`src/rtl/mem_port_arbiter_if.sv`:
```
// ---------------------------------------------------------------------------
// mem_port_arbiter_if
// Purpose : one cache-style memory request channel. The same bundle is used
//           for both requester channels and for the shared main-memory port.
// Signals : req_addr     address of the request
//           req_dataout  write data travelling toward memory
//           req_rw       1 = write, 0 = read
//           req_valid    request pending
//           req_ready    one-cycle completion pulse back to the requester
//           req_datain   read data travelling back to the requester
// Modports: master - the side that issues requests (cache controller, or the
//                    arbiter toward main memory)
//           slave  - the side that services requests (the arbiter toward a
//                    cache controller, or main memory)
// ---------------------------------------------------------------------------
interface mem_port_arbiter_if #(
    parameter int ADDR_W = 32,
    parameter int DATA_W = 128
);
    logic [ADDR_W-1:0] req_addr;
    logic [DATA_W-1:0] req_dataout;
    logic              req_rw;
    logic              req_valid;
    logic              req_ready;
    logic [DATA_W-1:0] req_datain;

    modport master (
        output req_addr,
        output req_dataout,
        output req_rw,
        output req_valid,
        input  req_ready,
        input  req_datain
    );

    modport slave (
        input  req_addr,
        input  req_dataout,
        input  req_rw,
        input  req_valid,
        output req_ready,
        output req_datain
    );
endinterface

```
`src/rtl/mem_port_arbiter.sv`:
```
// ---------------------------------------------------------------------------
// mem_port_arbiter
// Purpose : shares one main-memory request port between two cache
//           controllers. Requests are serialised with round-robin fairness,
//           the forwarded request is registered, and the completion plus
//           read data are routed back to the requester that owns the
//           transaction. A watchdog aborts transactions that memory never
//           completes and raises a sticky error flag.
// Ports   : clk       clock, all logic on the rising edge
//           rst_n     synchronous active-low reset
//           r0, r1    requester channels (slave side of the handshake)
//           mem       main-memory channel (master side of the handshake)
//           grant_id  requester currently or last served
//           busy      high whenever the FSM is not idle
//           mem_err   sticky watchdog-abort flag, cleared only by reset
// Params  : ADDR_W, DATA_W   channel widths (must match the interfaces)
//           TIMEOUT_CYC      busy cycles before abort, 0 disables watchdog
// ---------------------------------------------------------------------------
module mem_port_arbiter #(
    parameter int ADDR_W      = 32,
    parameter int DATA_W      = 128,
    parameter int TIMEOUT_CYC = 1024
) (
    input  logic                clk,
    input  logic                rst_n,
    mem_port_arbiter_if.slave   r0,
    mem_port_arbiter_if.slave   r1,
    mem_port_arbiter_if.master  mem,
    output logic                grant_id,
    output logic                busy,
    output logic                mem_err
);

    // The counter must be able to hold TIMEOUT_CYC itself; a disabled
    // watchdog still keeps a one-bit counter so the logic stays uniform.
    localparam int               CNT_W   = (TIMEOUT_CYC > 0) ? $clog2(TIMEOUT_CYC + 1) : 1;
    localparam logic [CNT_W-1:0] TO_VAL  = CNT_W'(TIMEOUT_CYC);
    localparam logic [CNT_W-1:0] CNT_ONE = CNT_W'(1);
    localparam bit               WDOG_EN = (TIMEOUT_CYC != 0);

    typedef enum logic [1:0] {
        IDLE,
        BUSY,
        RESP
    } state_t;

    state_t            state;
    logic              rr_last;
    logic [CNT_W-1:0]  wdog_cnt;

    logic              any_valid;
    logic              sel_port;
    logic [ADDR_W-1:0] sel_addr;
    logic [DATA_W-1:0] sel_dataout;
    logic              sel_rw;
    logic [CNT_W-1:0]  cnt_inc;
    logic              timeout_hit;
    logic              finish_txn;

    // On a tie the port that was not served last wins; a lone request always
    // wins. rr_last starts at 1 so port 0 takes the first tie after reset.
    always_comb begin
        any_valid = r0.req_valid | r1.req_valid;
        if (r0.req_valid && r1.req_valid) begin
            sel_port = ~rr_last;
        end else begin
            sel_port = r1.req_valid;
        end
        sel_addr    = sel_port ? r1.req_addr    : r0.req_addr;
        sel_dataout = sel_port ? r1.req_dataout : r0.req_dataout;
        sel_rw      = sel_port ? r1.req_rw      : r0.req_rw;
    end

    // The counter value after this BUSY edge; it saturates instead of
    // wrapping. The abort fires on the edge where it reaches TIMEOUT_CYC,
    // i.e. the TIMEOUT_CYC-th BUSY edge.
    assign cnt_inc     = (&wdog_cnt) ? wdog_cnt : wdog_cnt + CNT_ONE;
    assign timeout_hit = WDOG_EN && (cnt_inc == TO_VAL);
    assign finish_txn  = mem.req_ready || timeout_hit;

    always_ff @(posedge clk) begin
        if (!rst_n) begin
            state           <= IDLE;
            rr_last         <= 1'b1;
            wdog_cnt        <= '0;
            grant_id        <= 1'b0;
            busy            <= 1'b0;
            mem_err         <= 1'b0;
            mem.req_valid   <= 1'b0;
            mem.req_rw      <= 1'b0;
            mem.req_addr    <= '0;
            mem.req_dataout <= '0;
            r0.req_ready    <= 1'b0;
            r1.req_ready    <= 1'b0;
            r0.req_datain   <= '0;
            r1.req_datain   <= '0;
        end else begin
            case (state)
                IDLE: begin
                    if (any_valid) begin
                        mem.req_addr    <= sel_addr;
                        mem.req_dataout <= sel_dataout;
                        mem.req_rw      <= sel_rw;
                        mem.req_valid   <= 1'b1;
                        grant_id        <= sel_port;
                        wdog_cnt        <= '0;
                        busy            <= 1'b1;
                        state           <= BUSY;
                    end
                end

                BUSY: begin
                    wdog_cnt <= cnt_inc;
                    if (finish_txn) begin
                        mem.req_valid <= 1'b0;
                        // A completion beats a simultaneous timeout; an
                        // aborted read returns zeros instead of stale data.
                        if (!mem.req_rw) begin
                            if (grant_id) begin
                                r1.req_datain <= mem.req_ready ? mem.req_datain : '0;
                            end else begin
                                r0.req_datain <= mem.req_ready ? mem.req_datain : '0;
                            end
                        end
                        if (!mem.req_ready) begin
                            mem_err <= 1'b1;
                        end
                        if (grant_id) begin
                            r1.req_ready <= 1'b1;
                        end else begin
                            r0.req_ready <= 1'b1;
                        end
                        state <= RESP;
                    end
                end

                RESP: begin
                    r0.req_ready <= 1'b0;
                    r1.req_ready <= 1'b0;
                    rr_last      <= grant_id;
                    busy         <= 1'b0;
                    state        <= IDLE;
                end

                default: begin
                    state <= IDLE;
                end
            endcase
        end
    end

endmodule

```
`src/flat_wrapper.sv`:
```
// flat-port wrapper written by rule: the top's interface ports become plain ports
module mem_port_arbiter_flat 
#(
    parameter int ADDR_W      = 32,
    parameter int DATA_W      = 128,
    parameter int TIMEOUT_CYC = 1024
)
  (clk, rst_n, grant_id, busy, mem_err, r0_req_addr, r0_req_dataout, r0_req_rw, r0_req_valid, r0_req_ready, r0_req_datain, r1_req_addr, r1_req_dataout, r1_req_rw, r1_req_valid, r1_req_ready, r1_req_datain, mem_req_addr, mem_req_dataout, mem_req_rw, mem_req_valid, mem_req_ready, mem_req_datain);
  mem_port_arbiter_if #(.ADDR_W(ADDR_W), .DATA_W(DATA_W)) r0_i ();
  mem_port_arbiter_if #(.ADDR_W(ADDR_W), .DATA_W(DATA_W)) r1_i ();
  mem_port_arbiter_if #(.ADDR_W(ADDR_W), .DATA_W(DATA_W)) mem_i ();
  input  logic clk;
  input  logic rst_n;
  output logic grant_id;
  output logic busy;
  output logic mem_err;
  input wire logic [$bits(r0_i.req_addr)-1:0] r0_req_addr;
  input wire logic [$bits(r0_i.req_dataout)-1:0] r0_req_dataout;
  input wire logic [$bits(r0_i.req_rw)-1:0] r0_req_rw;
  input wire logic [$bits(r0_i.req_valid)-1:0] r0_req_valid;
  output wire logic [$bits(r0_i.req_ready)-1:0] r0_req_ready;
  output wire logic [$bits(r0_i.req_datain)-1:0] r0_req_datain;
  input wire logic [$bits(r1_i.req_addr)-1:0] r1_req_addr;
  input wire logic [$bits(r1_i.req_dataout)-1:0] r1_req_dataout;
  input wire logic [$bits(r1_i.req_rw)-1:0] r1_req_rw;
  input wire logic [$bits(r1_i.req_valid)-1:0] r1_req_valid;
  output wire logic [$bits(r1_i.req_ready)-1:0] r1_req_ready;
  output wire logic [$bits(r1_i.req_datain)-1:0] r1_req_datain;
  output wire logic [$bits(mem_i.req_addr)-1:0] mem_req_addr;
  output wire logic [$bits(mem_i.req_dataout)-1:0] mem_req_dataout;
  output wire logic [$bits(mem_i.req_rw)-1:0] mem_req_rw;
  output wire logic [$bits(mem_i.req_valid)-1:0] mem_req_valid;
  input wire logic [$bits(mem_i.req_ready)-1:0] mem_req_ready;
  input wire logic [$bits(mem_i.req_datain)-1:0] mem_req_datain;
  assign r0_i.req_addr = r0_req_addr;
  assign r0_i.req_dataout = r0_req_dataout;
  assign r0_i.req_rw = r0_req_rw;
  assign r0_i.req_valid = r0_req_valid;
  assign r0_req_ready = r0_i.req_ready;
  assign r0_req_datain = r0_i.req_datain;
  assign r1_i.req_addr = r1_req_addr;
  assign r1_i.req_dataout = r1_req_dataout;
  assign r1_i.req_rw = r1_req_rw;
  assign r1_i.req_valid = r1_req_valid;
  assign r1_req_ready = r1_i.req_ready;
  assign r1_req_datain = r1_i.req_datain;
  assign mem_req_addr = mem_i.req_addr;
  assign mem_req_dataout = mem_i.req_dataout;
  assign mem_req_rw = mem_i.req_rw;
  assign mem_req_valid = mem_i.req_valid;
  assign mem_i.req_ready = mem_req_ready;
  assign mem_i.req_datain = mem_req_datain;
  mem_port_arbiter #(.ADDR_W(ADDR_W), .DATA_W(DATA_W), .TIMEOUT_CYC(TIMEOUT_CYC)) u_core (.clk(clk), .rst_n(rst_n), .r0(r0_i), .r1(r1_i), .mem(mem_i), .grant_id(grant_id), .busy(busy), .mem_err(mem_err));
endmodule
```
`config.mk`:
```
export PLATFORM = sky130hd
export DESIGN_NAME = mem_port_arbiter_flat
export DESIGN_NICKNAME = d
export VERILOG_FILES = /design/src/rtl/mem_port_arbiter_if.sv /design/src/rtl/mem_port_arbiter.sv /design/src/flat_wrapper.sv
export SDC_FILE = /design/constraint.sdc
export NUM_CORES = 1
export LEC_CHECK = 0
export CORE_AREA = 10 10 329 331
export CTS_CLUSTER_SIZE = 8
export DETAILED_ROUTE_END_ITERATION = 16
export DIE_AREA = 0 0 339 341
export PLACE_DENSITY = 0.56
export SLEW_MARGIN = 20
export SYNTH_ARGS = -nofsm -noshare
export SYNTH_HDL_FRONTEND = slang
export SYNTH_SLANG_ARGS = --single-unit
```
`constraint.sdc`:
```
create_clock -name clk -period 4.8 [get_ports clk]
set_clock_uncertainty 0.15 [all_clocks]
set_input_delay 0.72 -clock clk [delete_from_list [all_inputs] [get_ports clk]]
set_output_delay 0.72 -clock clk [all_outputs]
set_load 0.03 [all_outputs]
```
# After elaboration in Yosys (flattened, before gate mapping)
# Cells that the tools add are included.
dict set report word_totals {
  latchBits 0
  ram_bits 0
  inputBits 455
  ff_bits 437
  output_inout_bits 423
  romBits 0
  memories 0
}
dict set report classes {
  n_shift 0
  n_mul 0
  muxes 21
  n_bitwise 5
  div_mod_pow 0
  n_addsub 1
  eq_ne 7
  n_reduce_logical 17
  magnitude_cmp 0
}
# operator count
set ops {}
lappend ops {{$mux 128} 2}
lappend ops {{$mux 32} 1}
lappend ops {{$mux 11} 2}
lappend ops {{$pmux 11 s2} 1}
lappend ops {{$reduce_and 3->1} 4}
lappend ops {{$add 11x1->11 const B} 1}
lappend ops {{$eq 11x11->1 const B} 1}
lappend ops {{$reduce_and 11->1} 1}
lappend ops {{$mux 1} 8}
lappend ops {{$pmux 1 s2} 4}
lappend ops {{$reduce_and 2->1} 4}
lappend ops {{$reduce_and 4->1} 2}
lappend ops {{$ne 2x1->1 const B} 3}
lappend ops {{$reduce_bool 2->1} 3}
lappend ops {{$mux 2} 2}
lappend ops {{$not 1->1} 4}
lappend ops {{$pmux 2 s2} 1}
lappend ops {{$eq 2x1->1 const B} 1}
lappend ops {{$eq 2x2->1 const B} 1}
lappend ops {{$logic_not 2->1} 1}
lappend ops {{$ne 2x2->1 const B} 1}
lappend ops {{$logic_and 1x1->1} 1}
lappend ops {{$logic_or 1x1->1} 1}
lappend ops {{$or 1x1->1} 1}

# Depth between registers and ports, before layout
# Gate-level depths: netlist of run 1.
dict set report depth {
  word_depth 6
  depth_mapped 10
}

# Least setup slack after synthesis of run 1
# Ideal clock, no wire load.
dict set report synth_timing {
  kind {register to register}
  startpoint {reg u_core.wdog_cnt[0]}
  endpoint {reg u_core.r0.req_datain[76]}
  n_path_buf 3
  setup_slack_ps 2502
  stages_incl_launch_ff 10
  arrival_ps 2016
  cell_sequence {dfxtp_1 > ha_1 > nand3_2 > buf_6 > nor4_1 > o32ai_4 > buf_6 > buf_4 > o21ai_1 > a21oi_1}
}
dict set report synth_via {
  elab_chain_len 5
  elab_cells_between_ends 6
  cone_classes {add/sub (1); eq/ne (1); mux (1); reduce/logical (3)}
}
# element line_no
set synth_lines {}
lappend synth_lines {{start: declaration} mem_port_arbiter.sv:49} ;# logic [CNT_W-1:0] wdog_cnt;
lappend synth_lines {{start signal: assignment} mem_port_arbiter.sv:113} ;# wdog_cnt <= cnt_inc;
lappend synth_lines {{$add 11x1->11 / $reduce_and 11->1 (equally long branches)} mem_port_arbiter.sv:77} ;# assign cnt_inc = (&wdog_cnt) ? wdog_cnt : wdog_cnt + CNT_ONE;
lappend synth_lines {{$mux 11 (*)} mem_port_arbiter.sv:77}
lappend synth_lines {{$eq 11x11->1 (*)} mem_port_arbiter.sv:78} ;# assign timeout_hit = WDOG_EN && (cnt_inc == TO_VAL);
lappend synth_lines {{$logic_or 1x1->1 (*)} mem_port_arbiter.sv:79} ;# assign finish_txn = mem.req_ready || timeout_hit;
lappend synth_lines {{$reduce_and 4->1 (no source line) (*)} n/a}
lappend synth_lines {{end: declaration} mem_port_arbiter_if.sv:42} ;# output req_datain
# Mark *: on every way between the ends. The rest lies on a longest branch, timed or not.
# A chain may end at the register's enable or synchronous reset.

# Worst setup path in the final report of run 1
dict set report layout_timing {
  startpoint {reg u_core.wdog_cnt[0]}
  endpoint {reg u_core.r0.req_datain[66]}
}
# Same word-level chain as after synthesis.

==> flow_summary_export.csv, run 1 <==
group,metric,value,unit
pwr,leakage,11.3,nW
layout,nFillCells,10800,
global_route,grt_first_pass_wirelength,148000,um
floorplan,rows,117,
synthesis,netlist_area,21100,um2
floorplan,design.core.area,101000,um2
setup_path,cp_max_fo,167,
placed_design,dp_hpwl,77400,um
layout,multi_input_area,11100,um2
setup_path,worstSetupPathType,"reg2reg",
layout,drive_above_1_share,0.0438,
synthesis,ys_ff_latch,437,
layout,finalNetCount,3901,
synthesis,ys_warn_count,0,
synthesis,synth_area_leaders,"dfxtp_1 42%, a21oi_1 12%, nor2_1 7.7%",
setup_path,cp-start-kind,"register",
setup_path,ff2ff_path_depth,9,
floorplan,pin_count,878,
setup_path,critPathCaptureType,"register",
sta,whs,0.318,ns
clocking,htree_levels,2,
global_route,grt_max_degree,168,
clocking,cts_hold_buf,0,
routing,wl_per_cell,21.3,um
synthesis,synth_cell_types,48,
clocking,path_clk_slew,0.05,ns
setup_path,regToRegSetupSlack,1.21,ns
global_route,grt_pass1_vias,21400,
clocking,cts_inserted_buffers,61,
job,drv_cap,0,
routing,detail-route-antenna-nets,0,
setup_path,arrival,4.00,ns
layout,seq_area,8750,um2
floorplan,die_h,341,um
setup_path,timing.rr.end,"u_core.r0.req_datain[66]$_SDFFE_PN0P_",
clocking,cts_tree,"built",
global_route,top_usage_layer,"met2",
global_route,grt.met2_usage,0.278,
routing,vias_per_cell,4.56,
synthesis,synth_top_cell_by_area,"dfxtp_1",
global_route,use_met1,0.191,
min_path,min_path_type,"reg2reg",
sta,hold_violations,0,
floorplan,start_util,0.208,
sta,fin_crit_sh,0.749,
sta,worstMarginPinSlew,0.972,ns
sta,clock.fmax,278,MHz
placed_design,io_buffers,877,
clocking,insertion_delay,0.66,ns
synthesis,netlist_instances,2706,
global_route,grt.total_usage,0.167,
synthesis,yosysTopAreaCellShare,0.415,
setup_path,r2r_start,"u_core.wdog_cnt[0]$_SDFFE_PN0P_",
global_route,grt_overflow,0,
sta,final.setup.tns,0,ns
synthesis,avgSynthCellArea,7.79,um2
placed_design,place_congestion,0.892,
clocking,cts_sinks,437,
min_path,hold_depth,2,
setup_path,cp-startpoint,"u_core.wdog_cnt[0]$_SDFFE_PN0P_",
pwr,power_density,326,nW/um2
global_route,antenna_found_initial,29,
synthesis,syn_nets,3162,
routing,vias,22000,
layout,areaGrowthSynthToFinish,55.0,%
pwr,ir_drop,275,uV
clocking,post_cts_buffers,0,
run_status,status,"completed",
routing,drtPass1Iterations,8,
sta,max_slew_margin,0.352,
floorplan,dieArea,116000,um2
routing,drcViolationCount,0,
routing,wl,103000,um
sta,fin_crit,3.59,ns
sta,rsz0062_at_grt,"no",
routing,first_iter_violations,1284,
synthesis,ys_seq_area_frac,0.415,
setup_path,required,5.21,ns
sta,setup_viol,0,
clocking,clock_path_buffers,3,
setup_path,endpoint,"u_core.r0.req_datain[66]$_SDFFE_PN0P_",
sta,slew_violations,0,
pwr,p_total,10.7,mW
clocking,clock-root-buffer,"clkbuf_16",
floorplan,die_x,339,um
global_route,use_met3,0.0686,
clocking,cts_resized,0,
## area by class of cell
| type | count | area share |
|---|---|---|
| Clock inverter | 4 | 0.00207 |
| Inverter | 1 | 0.000345 |
| Multi-Input combinational cell | 2003 | 0.339 |
| Tap cell | 1368 | 0.0524 |
| Sequential cell | 437 | 0.268 |
| Clock buffer | 65 | 0.0478 |
| Antenna cell | 13 | 0.000995 |
| Timing Repair Buffer | 941 | 0.290 |
## cells in the final DEF, fill, tap and decap left out, drive strengths merged, types with 3 or more instances in the layout
master,synthesis,final
a211oi,161,161
a21oi,522,522
a31oi,6,6
and3,4,4
and4,4,4
buf,68,65
clkbuf,197,65
clkdlybuf4s50,0,876
dfxtp,437,437
diode,0,13
inv,0,4
mux2i,163,163
nand2,142,142
nand3,9,9
nor2,434,434
nor2b,258,258
nor3,5,5
nor4,3,3
o21a,3,3
o21ai,266,266
## worst min-delay path by stage
stage                             endpoint  slack (ns)                   startpoint
6_report          u_core.busy$_SDFFE_PN0P_        0.32     u_core.busy$_SDFFE_PN0P_
5_1_grt        u_core.mem_err$_SDFFE_PN0P_        0.35  u_core.mem_err$_SDFFE_PN0P_
4_1_cts           u_core.busy$_SDFFE_PN0P_        0.32     u_core.busy$_SDFFE_PN0P_
3_5_place_dp   u_core.mem_err$_SDFFE_PN0P_        0.30  u_core.mem_err$_SDFFE_PN0P_
3_3_place_gp      u_core.busy$_SDFFE_PN0P_        0.30     u_core.busy$_SDFFE_PN0P_
2_1_floorplan  u_core.rr_last$_SDFFE_PN1P_        0.29  u_core.rr_last$_SDFFE_PN1P_
## synth_stat cells, drive strengths merged
library cell / n
a31oi: 6
nand4: 2
dfxtp: 437
a21boi: 1
and3: 4
buf: 68
a21oi: 522
o21bai: 1
o32ai: 2
a211oi: 161
clkinv: 1
mux2i: 163
nor3: 5
nand2b: 2
o21ai: 266
a32o: 2
and2b: 1
nor4: 3
nor2: 434
a311oi: 2
o311ai: 1
or3: 1
nand4b: 1
ha: 1
a22oi: 2
or2: 1
nor2b: 258
o31ai: 1
nor4b: 1
and4b: 1
nand2: 142
nand3: 9
clkbuf: 197
and4: 4
o21a: 3
## per-layer routing
layer / part of all wire / routed length, um / vias to the layer above
li1: - / - / 10800
met1: 0.39 / 40200 / 10200
met2: 0.48 / 49400 / 803
met3: 0.098 / 10100 / 157
met4: 0.031 / 3170 / 18
met5: 0.0011 / 118 / -
## state kept, by name (all words and copies together), names as in the netlist, 2 cells and up
| signal | count |
|---|---|
| u_core.r1.req_datain | 128 |
| u_core.state | 2 |
| u_core.mem.req_dataout | 128 |
| u_core.mem.req_addr | 32 |
| u_core.r0.req_datain | 128 |
| u_core.wdog_cnt | 11 |
## where the power goes
part	internal [mW]	switching [mW]	total [mW]	leakage [nW]
logic	1.11	1.50	2.61	6.88
clock network	2.27	1.71	3.99	0.798
registers	3.90	0.164	4.06	3.58
total	7.28	3.38	10.7	11.3
## metrics by stage
step / util / instance area (um2) / worst slack [ns] / std cells
floorplan: - / 21100 / 2.50 / 2706
global placement: 0.306 / 31000 / 1.45 / 4750
detailed placement: 0.306 / 31000 / 1.38 / 4750
CTS: 0.322 / 32600 / 1.35 / 4819
global route: 0.322 / 32700 / 0.990 / 4827
finish: 0.322 / 32700 / 1.21 / 4832
## critical path, stage by stage, from the launching register on
cell	delay, ns
dfxtp_1	0.43
ha_1	0.31
nand3_2	0.28
o311ai_2	0.42
nand2_1	0.15
nand4b_4	0.12
buf_12	0.32
buf_12	0.54
o21ai_1	0.16
a21oi_1	0.18
## cells by family (layout without fill, tap and decap cells)
kind of cell,count (synthesis),in the layout,share of synthesized area
DFF,437,437,0.415
and+or+nand+nor,869,869,0.192
buffers and inverters,266,1011,0.0612
other,0,13,0
AOI/OAI and AO/OA,970,970,0.254
muxes,163,163,0.0776
adders and majority gates,1,1,0.000594
No activity file was read; power rests on OpenSTA's default activity.
==> inputs of run 2 (changes only) <==
- CORE_AREA: 10 10 329 331 -> 10 10 333 335
- DIE_AREA: 0 0 339 341 -> 0 0 343 345
- PLACE_DENSITY: 0.56 -> 0.55
- clock period: 4.8 -> 3.68 ns (I/O delays scaled with it)
==> flow_summary_export.csv, run 2 (synthesis results as in run 1) <==
group,metric,value,unit
clocking,cts_hold_buf,0,
sta,fin_ws,0.707,ns
setup_path,cp_max_fo,41,
floorplan,design.core.area,104000,um2
layout,areaGrowthSynthToFinish,56.8,%
placed_design,dp_hpwl,78700,um
sta,rsz0062_at_grt,"no",
global_route,grt_max_degree,85,
layout,top_regs,"u_core.mem.req_dataout x128, u_core.r0.req_datain x128, u_core.r1.req_datain x128",
layout,layout_commonest_cell,"clkdlybuf4s50_1",
clocking,cts_resized,0,
min_path,min_path_type,"reg2reg",
setup_path,arrival,3.40,ns
routing,drtPass1Iterations,5,
layout,finalNetCount,3928,
global_route,grt_pass1_vias,21500,
clocking,clock_path_buffers,3,
clocking,cts_inserted_buffers,61,
clocking,path_clk_slew,0.05,ns
min_path,worstHoldStart,"u_core.busy$_SDFFE_PN0P_",
floorplan,rows,119,
placed_design,postPlaceCellArea,31400,um2
clocking,post_cts_buffers,0,
placed_design,place_congestion,0.891,
setup_path,r2r_start,"u_core.wdog_cnt[0]$_SDFFE_PN0P_",
sta,fin_crit_sh,0.808,
sta,fin_crit,2.97,ns
layout,final_cell_mix,"876 x clkdlybuf4s50_1, 522 x a21oi_1, 437 x dfxtp_1, 433 x nor2_1, 258 x nor2b_1",
setup_path,required,4.10,ns
global_route,grt_first_pass_wirelength,149000,um
floorplan,pin_count,878,
setup_path,worstSetupPathType,"reg2reg",
placed_design,dp_cells,4800,
sta,hold_violations,0,
run_status,status,"completed",
placed_design,dp_slack,0.679,ns
sta,worstMarginPinSlew,0.950,ns
floorplan,die_x,343,um
sta,final.setup.tns,0,ns
clocking,clock-root-buffer,"clkbuf_16",
clocking,cts_tree,"built",
clocking,insertion_delay,0.65,ns
routing,wl,103000,um
floorplan,die_h,345,um
layout,nFillCells,11100,
floorplan,start_util,0.202,
routing,drcViolationCount,0,
clocking,cts_sinks,437,
pwr,leakage,11.4,nW
pwr,power_density,423,nW/um2
global_route,grt_overflow,0,
sta,clock.fmax,336,MHz
global_route,antenna_found_initial,31,
routing,detail-route-antenna-nets,0,
routing,wl_per_cell,21.2,um
floorplan,dieArea,118000,um2
setup_path,cp-startpoint,"u_core.wdog_cnt[0]$_SDFFE_PN0P_",
layout,final_cells,4879,
layout,drive_above_1_share,0.0518,
routing,first_iter_violations,1617,
setup_path,cp-start-kind,"register",
placed_design,io_buffers,877,
pwr,ir_drop,331,uV
layout,final_area,33000,um2
sta,setup_viol,0,
job,drv_cap,0,
routing,vias,22100,
sta,max_slew_margin,0.367,
sta,slew_violations,0,
routing,vias_per_cell,4.52,
global_route,grt.total_usage,0.164,
setup_path,critPathCaptureType,"register",
layout,fin_util,0.317,
clocking,htree_levels,2,
[run 2: final timing paths]
| path | endpoint | slack [ns] | cells past startpoint |
|---|---|---|---|
| worst max-delay path | u_core.r0.req_datain[45]$_SDFFE_PN0P_ | 0.71 | 9 |
| worst min-delay path | u_core.busy$_SDFFE_PN0P_ | 0.32 | 2 |
| worst max register to register | u_core.r0.req_datain[45]$_SDFFE_PN0P_ | 0.71 | 9 |
| worst min register to register | u_core.busy$_SDFFE_PN0P_ | 0.32 | 2 |
[run 2: power breakdown]
| group | switching [mW] | leakage, nW | total, mW | internal (mW) |
|---|---|---|---|---|
| Clock | 2.22 | 0.810 | 5.21 | 2.99 |
| Combinational | 1.97 | 7.05 | 3.47 | 1.51 |
| Sequential | 0.219 | 3.58 | 5.30 | 5.09 |
[run 2: routing by layer]
| metal | routed length (um) | part of all wire | vias up | GRT usage |
|---|---|---|---|---|
| li1 | - | - | 10900 | - |
| met1 | 41800 | 0.40 | 10200 | 0.194 |
| met2 | 48900 | 0.47 | 778 | 0.272 |
| met3 | 9750 | 0.094 | 162 | 0.0606 |
| met4 | 2980 | 0.029 | 14 | 0.0510 |
| met5 | 95 | 0.00092 | - | 0 |
[run 2: cell type report]
type	instances	area (um2)	share of cell area
antenna	10	25.0	0.000757
clock buffer	65	1580	0.0479
clock inverter	4	67.6	0.00204
inverter	1	11.3	0.000341
multi-input combinational	2003	11100	0.335
sequential	437	8750	0.265
tap	1391	1740	0.0527
timing repair buffer	968	9800	0.297
[run 2: through the flow]
step	power, mW	hold WS (ns)
2_1_floorplan	7.13	0.290
3_3_place_gp	8.88	0.298
3_5_place_dp	8.88	0.304
4_1_cts	14.2	0.312
5_1_grt	14.6	0.339
6_report	14.0	0.316
[run 2: critical path, cell delays in order (launching register included)]
cell	delay [ns]
dfxtp_1	0.42
ha_1	0.31
nand3_2	0.28
o311ai_2	0.40
nand2_1	0.15
nand4b_4	0.28
buf_12	0.29
buf_12	0.27
o21ai_1	0.10
a21oi_1	0.15
==> inputs of run 3 (changes only) <==
- PLACE_DENSITY: 0.55 -> 0.57
- clock period: 3.68 -> 2.4 ns (I/O delays scaled with it)
==> flow_summary_export.csv, run 3 (synthesis results as in run 1) <==
group,metric,value,unit
global_route,grt_pass1_vias,22200,
global_route,grt_max_degree,79,
clocking,htree_levels,2,
setup_path,ff2ff_path_depth,11,
floorplan,design.core.area,104000,um2
layout,final_area,34300,um2
clocking,clock-root-buffer,"clkbuf_16",
layout,final_cell_mix,"867 x clkdlybuf4s50_1, 521 x a21oi_1, 433 x nor2_1, 430 x dfxtp_1, 258 x nor2b_1",
routing,wl_per_cell,21.4,um
floorplan,die_h,345,um
routing,drtPass1Iterations,5,
floorplan,dieArea,118000,um2
placed_design,dp_hpwl,81500,um
global_route,antenna_found_initial,38,
routing,vias_per_cell,4.55,
clocking,insertion_delay,0.65,ns
clocking,path_clk_slew,0.05,ns
sta,final.setup.tns,0,ns
setup_path,regToRegSetupSlack,0.08,ns
floorplan,start_util,0.202,
sta,worstMarginPinSlew,0.541,ns
routing,first_iter_violations,1522,
setup_path,path_delay_family,"buffers and inverters",
placed_design,postPlaceCellArea,32200,um2
layout,finalNetCount,4023,
sta,rsz0062_at_grt,"yes",
setup_path,cp-startpoint,"u_core.r0.req_datain[85]$_SDFFE_PN0P_",
setup_path,timing.rr.end,"u_core.r1.req_datain[84]$_SDFFE_PN0P_",
sta,hold_violations,0,
clocking,cts_inserted_buffers,61,
placed_design,io_buffers,877,
routing,vias,22700,
layout,top_regs,"u_core.mem.req_dataout x128, u_core.r0.req_datain x128, u_core.r1.req_datain x128",
setup_path,r2r_start,"u_core.wdog_cnt[0]$_SDFFE_PN0P_",
floorplan,pin_count,878,
min_path,min_to,"u_core.r0.req_datain[115]$_SDFFE_PN0P_",
global_route,grt_first_pass_wirelength,150000,um
setup_path,cp-start-kind,"register",
pwr,ir_drop,585,uV
routing,detail-route-antenna-nets,0,
job,drv_cap,0,
setup_path,critPathBufInv,1,
clocking,clock_path_buffers,3,
pwr,leakage,12.2,nW
run_status,status,"completed",
setup_path,cp_max_fo,3,
setup_path,worstSetupPathType,"reg2out",
setup_path,crit_slowest_cell,"clkdlybuf4s50_1",
global_route,grt_overflow,0,
pwr,power_density,626,nW/um2
min_path,min_path_type,"in2reg",
layout,areaGrowthSynthToFinish,62.9,%
floorplan,die_x,343,um
min_path,hold_depth,4,
setup_path,worst_path_largest_cell_delay,0.81,ns
sta,clock.fmax,427,MHz
sta,fin_crit_sh,0.976,
sta,slew_violations,0,
clocking,cts_tree,"built",
placed_design,place_congestion,0.900,
clocking,cts_hold_buf,0,
routing,wl,107000,um
layout,drive_above_1_share,0.0895,
routing,drcViolationCount,0,
setup_path,arrival,1.83,ns
sta,max_slew_margin,0.639,
layout,layout_commonest_cell,"clkdlybuf4s50_1",
setup_path,critPathCaptureType,"primary output",
min_path,worstHoldStart,"mem_req_ready",
setup_path,required,1.89,ns
global_route,grt.total_usage,0.166,
setup_path,worstPathCellList,"clkdlybuf4s50_1",
sta,setup_viol,0,
sta,fin_crit,2.34,ns
clocking,cts_sinks,437,
floorplan,rows,119,
run 3: worst max-delay path by stage:
stage | end | slack (ns) | cells after the start
2_1_floorplan | u_core.r0.req_datain[76]$_SDFFE_PN0P_ | 0.10 | 9
3_3_place_gp | u_core.mem.req_dataout[71]$_SDFFE_PN0P_ | -0.07 | 7
3_5_place_dp | u_core.mem.req_dataout[71]$_SDFFE_PN0P_ | -0.08 | 7
4_1_cts | r0_req_datain[79] | 0.001 | 1
5_1_grt | u_core.r0.req_datain[106]$_SDFFE_PN0P_ | -0.04 | 10
6_report | r0_req_datain[85] | 0.06 | 1
run 3: per-stage QoR:
stage               std cells  total power, mW   util  hold WS [ns]  setup WS (ns)
floorplan                2706             10.9      -         0.290          0.102
global placement         4883             13.8  0.308         0.299        -0.0699
detailed placement       4883             13.8  0.308         0.301        -0.0785
CTS                      4954             21.8  0.324         0.129        0.00146
global route             4978             22.4  0.329         0.157        -0.0377
finish                   4982             21.5  0.329         0.138         0.0575
run 3: what timing repair did:
action	CTS	global route
cloned	0	8
pin swaps	0	7
resized for setup	6	94
endpoints found under the setup margin	6	247
setup buffers	0	4
run 3: cell type report:
type	instances	area, um2
antenna	16	40.0
clock buffer	67	1570
clock inverter	4	67.6
fill	11000	70000
inverter	1	11.3
multi-input combinational	2003	11300
sequential	437	8760
tap	1391	1740
timing repair buffer	1063	10900
run 3: power by group:
group | total (mW) | switching, mW | internal [mW] | leakage, nW
clock | 7.87 | 3.34 | 4.53 | 0.800
combinational | 5.49 | 3.07 | 2.42 | 7.78
sequential | 8.14 | 0.339 | 7.80 | 3.58
run 3: per-layer routing:
| metal | vias to the layer above | GRT usage | routed length [um] |
|---|---|---|---|
| met5 | - | 0 | 110 |
| met2 | 835 | 0.271 | 50000 |
| met4 | 18 | 0.0674 | 4040 |
| li1 | 11100 | - | - |
| met1 | 10500 | 0.196 | 43200 |
| met3 | 196 | 0.0598 | 9410 |
